==> config.mk <==
export PLATFORM = sky130hd
export DESIGN_NAME = instr_encoder_loader
export DESIGN_NICKNAME = d
export VERILOG_FILES = /design/src/rtl/instr_encoder_loader.sv
export SDC_FILE = /design/constraint.sdc
export NUM_CORES = 1
export LEC_CHECK = 0
export BUFFER_PORTS_ARGS = -buffer_cell sky130_fd_sc_hd__buf_4
export CAP_MARGIN = 20
export CORE_ASPECT_RATIO = 1.25
export CORE_MARGIN = 5
export CORE_UTILIZATION = 45
export CTS_CLUSTER_DIAMETER = 200
export DETAILED_ROUTE_END_ITERATION = 8
export PLACE_DENSITY = 0.68
export SLEW_MARGIN = 25
export SYNTH_ARGS = -nofsm -noshare
export SYNTH_HDL_FRONTEND = slang
export SYNTH_SLANG_ARGS = --single-unit
export TNS_END_PERCENT = 20
==> constraint.sdc <==
create_clock -name clk -period 4 [get_ports clk]
set_input_delay 1 -clock clk [delete_from_list [all_inputs] [get_ports clk]]
set_output_delay 1 -clock clk [all_outputs]
set_load 0.05 [all_outputs]
==> src/rtl/instr_encoder_loader.sv <==
// instr_encoder_loader: packs R/I/S/B/U/J instruction fields into 32-bit words and streams them to instruction memory.
// Defining ENC_RANGE_CHECK_EN rejects immediates that do not fit their format instead of truncating them.
module instr_encoder_loader #(
  parameter logic [31:0] BASE_ADDR = 32'h0,
  parameter int unsigned MAX_INSTR = 256
) (
  input  logic        clk,
  input  logic        rst,
  input  logic        start,
  input  logic        abort,
  input  logic        in_valid,
  output logic        in_ready,
  input  logic        in_last,
  input  logic [2:0]  in_type,
  input  logic [2:0]  in_func3,
  input  logic [6:0]  in_func7,
  input  logic [4:0]  in_rd,
  input  logic [4:0]  in_rs1,
  input  logic [4:0]  in_rs2,
  input  logic [31:0] in_imm,
  output logic        mem_we,
  output logic [31:0] mem_addr,
  output logic [31:0] mem_wdata,
  output logic [8:0]  count,
  output logic        busy,
  output logic        done,
  output logic        err
);

  localparam logic [8:0] MAX_CNT = 9'(MAX_INSTR);

  typedef enum logic [1:0] {
    IDLE = 2'd0,
    LOAD = 2'd1,
    DONE = 2'd2
  } state_t;

  state_t      state_q, state_d;
  logic [31:0] ptr_q, ptr_d;
  logic [8:0]  count_q, count_d;
  logic        err_q, err_d;
  logic        we_q, we_d;
  logic [31:0] addr_q, addr_d;
  logic [31:0] wdata_q, wdata_d;

  logic [6:0]  op;
  logic [31:0] enc_word;
  logic        type_ok;
  logic        imm_ok;
  logic        accept;

  always_comb begin
    op       = {4'b0, in_type};
    enc_word = '0;
    type_ok  = 1'b1;
    case (in_type)
      3'd0: enc_word = {in_func7, in_rs2, in_rs1, in_func3, in_rd, op};
      3'd1: enc_word = {in_imm[11:0], in_rs1, in_func3, in_rd, op};
      3'd2: enc_word = {in_imm[11:5], in_rs2, in_rs1, in_func3, in_imm[4:0], op};
      3'd3: enc_word = {in_imm[12], in_imm[10:5], in_rs2, in_rs1, in_func3,
                        in_imm[4:1], in_imm[11], op};
      3'd4: enc_word = {in_imm[31:12], in_rd, op};
      3'd5: enc_word = {in_imm[20], in_imm[10:1], in_imm[11], in_imm[19:12], in_rd, op};
      default: type_ok = 1'b0;
    endcase
  end

`ifdef ENC_RANGE_CHECK_EN
  // Immediate must sign-extend cleanly from its format width; branch/jump offsets must be even.
  always_comb begin
    imm_ok = 1'b1;
    case (in_type)
      3'd1, 3'd2: imm_ok = (in_imm[31:11] == {21{in_imm[11]}});
      3'd3:       imm_ok = (in_imm[31:12] == {20{in_imm[12]}}) && !in_imm[0];
      3'd4:       imm_ok = (in_imm[11:0] == 12'd0);
      3'd5:       imm_ok = (in_imm[31:20] == {12{in_imm[20]}}) && !in_imm[0];
      default:    imm_ok = 1'b1;
    endcase
  end
`else
  assign imm_ok = 1'b1;
`endif

  assign in_ready = (state_q == LOAD) && (count_q < MAX_CNT);
  assign accept   = in_valid && in_ready && !abort;

  // Encoded word is captured on accept, so the write strobe appears exactly one cycle later.
  always_comb begin
    state_d = state_q;
    ptr_d   = ptr_q;
    count_d = count_q;
    err_d   = err_q;
    we_d    = 1'b0;
    addr_d  = addr_q;
    wdata_d = wdata_q;
    case (state_q)
      IDLE, DONE: begin
        if (start) begin
          state_d = LOAD;
          ptr_d   = BASE_ADDR;
          count_d = '0;
          err_d   = 1'b0;
        end
      end
      LOAD: begin
        if (abort) begin
          state_d = DONE;
        end else if (accept) begin
          if (type_ok && imm_ok) begin
            we_d    = 1'b1;
            addr_d  = ptr_q;
            wdata_d = enc_word;
            ptr_d   = ptr_q + 32'd4;
            count_d = count_q + 9'd1;
          end else begin
            err_d = 1'b1;
          end
          if (in_last || (count_d == MAX_CNT)) begin
            state_d = DONE;
          end
        end
      end
      default: state_d = IDLE;
    endcase
  end

  always_ff @(posedge clk or negedge rst) begin
    if (!rst) begin
      state_q <= IDLE;
      ptr_q   <= BASE_ADDR;
      count_q <= '0;
      err_q   <= 1'b0;
      we_q    <= 1'b0;
      addr_q  <= BASE_ADDR;
      wdata_q <= '0;
    end else begin
      state_q <= state_d;
      ptr_q   <= ptr_d;
      count_q <= count_d;
      err_q   <= err_d;
      we_q    <= we_d;
      addr_q  <= addr_d;
      wdata_q <= wdata_d;
    end
  end

  assign mem_we    = we_q;
  assign mem_addr  = addr_q;
  assign mem_wdata = wdata_q;
  assign count     = count_q;
  assign busy      = (state_q == LOAD);
  assign done      = (state_q == DONE);
  assign err       = err_q;

endmodule
==> run_results.csv <==
group,metric,value,unit
floorplan,io_pins,144,
synthesis,yosys.area.top_type,"dfrtp_1",
synthesis,synth_area,5243,sq um
timing,fmax,384.8,MHz
floorplan,core_region_area,11510,sq um
global_route,grt_max_degree,64,
synthesis,netlist_instances,583,
setup_path,cp_max_fo,38,
layout,drive_gt1_frac,0.2357,
synthesis,yosys.area.top_type_share,0.4821,
setup_path,path_class,"in -> reg",
clock_network,cts_tree,"built",
timing,tns,0,ps
timing,period_needed,2598,ps
pwr,p_leak,0.003212,uW
routing,drc_errors,0,
routing,wl,14.16,mm
layout,syn_to_final_growth,26.06,%
worst_hold_path,holdCritPathClass,"reg -> reg",
worst_hold_path,hold_depth,2,
clock_network,cts_setup_buffers,0,
timing,fin_crit_sh,0.6496,
timing,hold_viol,0,
floorplan,die_area,13920,sq um
timing,worst_slack,1402,ps
clock_network,numCtsBuffers,9,
setup_path,reg2reg_depth,5,
synthesis,avgSynthCellArea,8.992,sq um
routing,avgRoutedWirePerCell,16.89,microns
synthesis,synth_warnings,0,
clock_network,cts_max_level,3,
clock_network,cts.sinks,101,
global_route,met2_usage,0.3547,
synthesis,ys_top_cells_by_area,"dfrtp_1, nand2_1, mux2i_1, o21ai_0, or4_1",
global_route,grt_use_met3,0.05160,
clock_network,clk_latency,340,ps
placed_design,place_congestion,0.8292,
layout,n_antenna_cell,0,
floorplan,die_x,106.5,microns
synthesis,synth_ff_type,"dfrtp_1",
placed_design,portBuffers,137,
placed_design,dp_hpwl,10.31,mm
timing,tightestPinTransition,923.8,ps
setup_path,cp.required,4260,ps
global_route,grt_overflow_total,0,
clock_network,ctsResizeCount,0,
routing,drt_first_pass_iters,5,
pwr,ir_worst_vdd,0.4828,mV
synthesis,synth_seq_cells,101,
synthesis,ys_types,52,
synthesis,async_flop_share,1.000,
clock_network,clk_path_buf_depth,2,
global_route,grt_util_met1,0.2587,
floorplan,start_util,0.4556,
pwr,power,3389,uW
layout,nets,765,
routing,drtIter0Drc,190,
global_route,track_usage,0.2069,
layout,multi_input_area,2501,sq um
timing,rsz0062_at_grt,"no",
setup_path,critPathArrivalTime,2860,ps
timing,finClkSkew,9.083,ps
run,cap_viol_max_count,0,
clock_network,cts_hold_buf,0,
routing,dr_total_vias,4691,
clock_network,clk_pin_slew,70,ps
pwr,powerDensity,512.7,nW/um^2
synthesis,synth_seq_area_share,0.4821,
floorplan,die_h,130.7,microns
layout,utilization,0.5744,
layout,regArea,2527,sq um
layout,num-fill-cells,1062,
setup_path,crit_path_end_kind,"flop",
clock_network,cts_root_buf,"clkbuf_16",
timing,setup-violations-final,0,
setup_path,start_kind,"input port",
status,status,"completed",
timing,maxSlewViolCount,0,
timing,max_slew_margin,0.3819,
global_route,grt_pass1_wl,23.21,mm
global_route,antenna_found_initial,0,
routing,routed_via_density,5.598,
synthesis,synth-edff-count,0,
floorplan,rows,44,
global_route,top_usage_layer,"met2",
routing,ant_nets,0,
placed_design,preCtsSetupSlack,1072,ps
global_route,grt_pass1_vias,4675,
==> placed cells by master (no fill, tap or decap), drive strengths merged, types with 5 or more instances in the layout <==
master / n
a22oi: 5
mux2i: 28
nand3: 18
conb: 6
nand2: 143
inv: 7
a21oi: 24
and4: 6
o21ai: 36
nor2: 20
and2: 9
buf: 144
clkbuf: 10
nor2b: 6
o22ai: 8
a221oi: 7
nor4: 12
dfrtp: 101
or4: 18
nand4: 14
o31ai: 12
nand2b: 16
a22o: 5
==> worst paths after layout <==
kind                                   start            to  slack (ps)
worst min register to register  mem_addr[19]  mem_addr[19]         470
worst min-delay path            mem_addr[19]  mem_addr[19]         470
worst max-delay path                in_valid     ptr_q[13]        1400
min in group asynchronous                rst  mem_addr[10]         730
worst max register to register      count[8]     ptr_q[13]        1730
max in group asynchronous                rst     ptr_q[22]        2460
==> layer usage <==
metal / share of wire / up-vias / routed length, microns
met5: 0 / - / 0
met4: 0.012 / 0 / 166
met3: 0.064 / 12 / 905
met2: 0.50 / 153 / 7014
met1: 0.43 / 2227 / 6072
li1: - / 2299 / -
==> cells by family after synthesis <==
family,after synthesis,share of synthesized area
other cells,1,0.0007153
buf+inv,53,0.04654
fa+ha+maj,2,0.004773
compound gates,119,0.1449
simple gates,274,0.2582
flops,101,0.4821
mux,30,0.05776
xor+xnor,3,0.005013
==> state kept, by name, summed over array words and instances (netlist names) <==
signal and flops:
mem_addr 30, ptr_q 30, mem_wdata 28, count 9, state_q 2, err 1
mem_we 1
==> per-stage QoR <==
stage / hold WS, ps / area [sq um] / cells
CTS: 480.6 / 6609 / 838
floorplan: 451.9 / 5261 / 588
detailed placement: 464.1 / 6321 / 824
global route: 491.6 / 6609 / 838
global placement: 459.6 / 6321 / 824
finish: 472.6 / 6609 / 838
==> where the power goes <==
part           switching (uW)  internal [uW]  leakage [uW]  total [uW]
Combinational             872            365       0.00171        1240
Clock                     362            495      0.000145         857
Sequential                121           1170       0.00136        1290
==> worst max-delay path, cell delays in order <==
cell and delay [ps]:
buf_4 80, nor2b_1 600, a31oi_2 150, buf_4 280, or4_1 560, a21oi_1 180
==> layout make-up <==
cell class              instances  share of cell area
flip-flops and latches        101              0.3824
well taps                     138             0.02613
clock buffers                  10             0.03616
multi-input cells             434              0.3785
repair buffers                144              0.1655
inverters                       7            0.003976
clock inverters                 4            0.007384
==> synthesized netlist by cell type (8+ instances only) <==
| library cell | n |
|---|---|
| a21oi_1 | 24 |
| and2_1 | 9 |
| buf_2 | 9 |
| clkbuf_1 | 27 |
| dfrtp_1 | 101 |
| mux2i_1 | 28 |
| nand2_1 | 143 |
| nand2b_1 | 16 |
| nand3_1 | 18 |
| nand4_1 | 14 |
| nor2_1 | 20 |
| nor4_1 | 10 |
| o21ai_0 | 36 |
| o22ai_1 | 8 |
| o31ai_1 | 12 |
| or4_1 | 18 |
(Power assumes the default switching activity.)
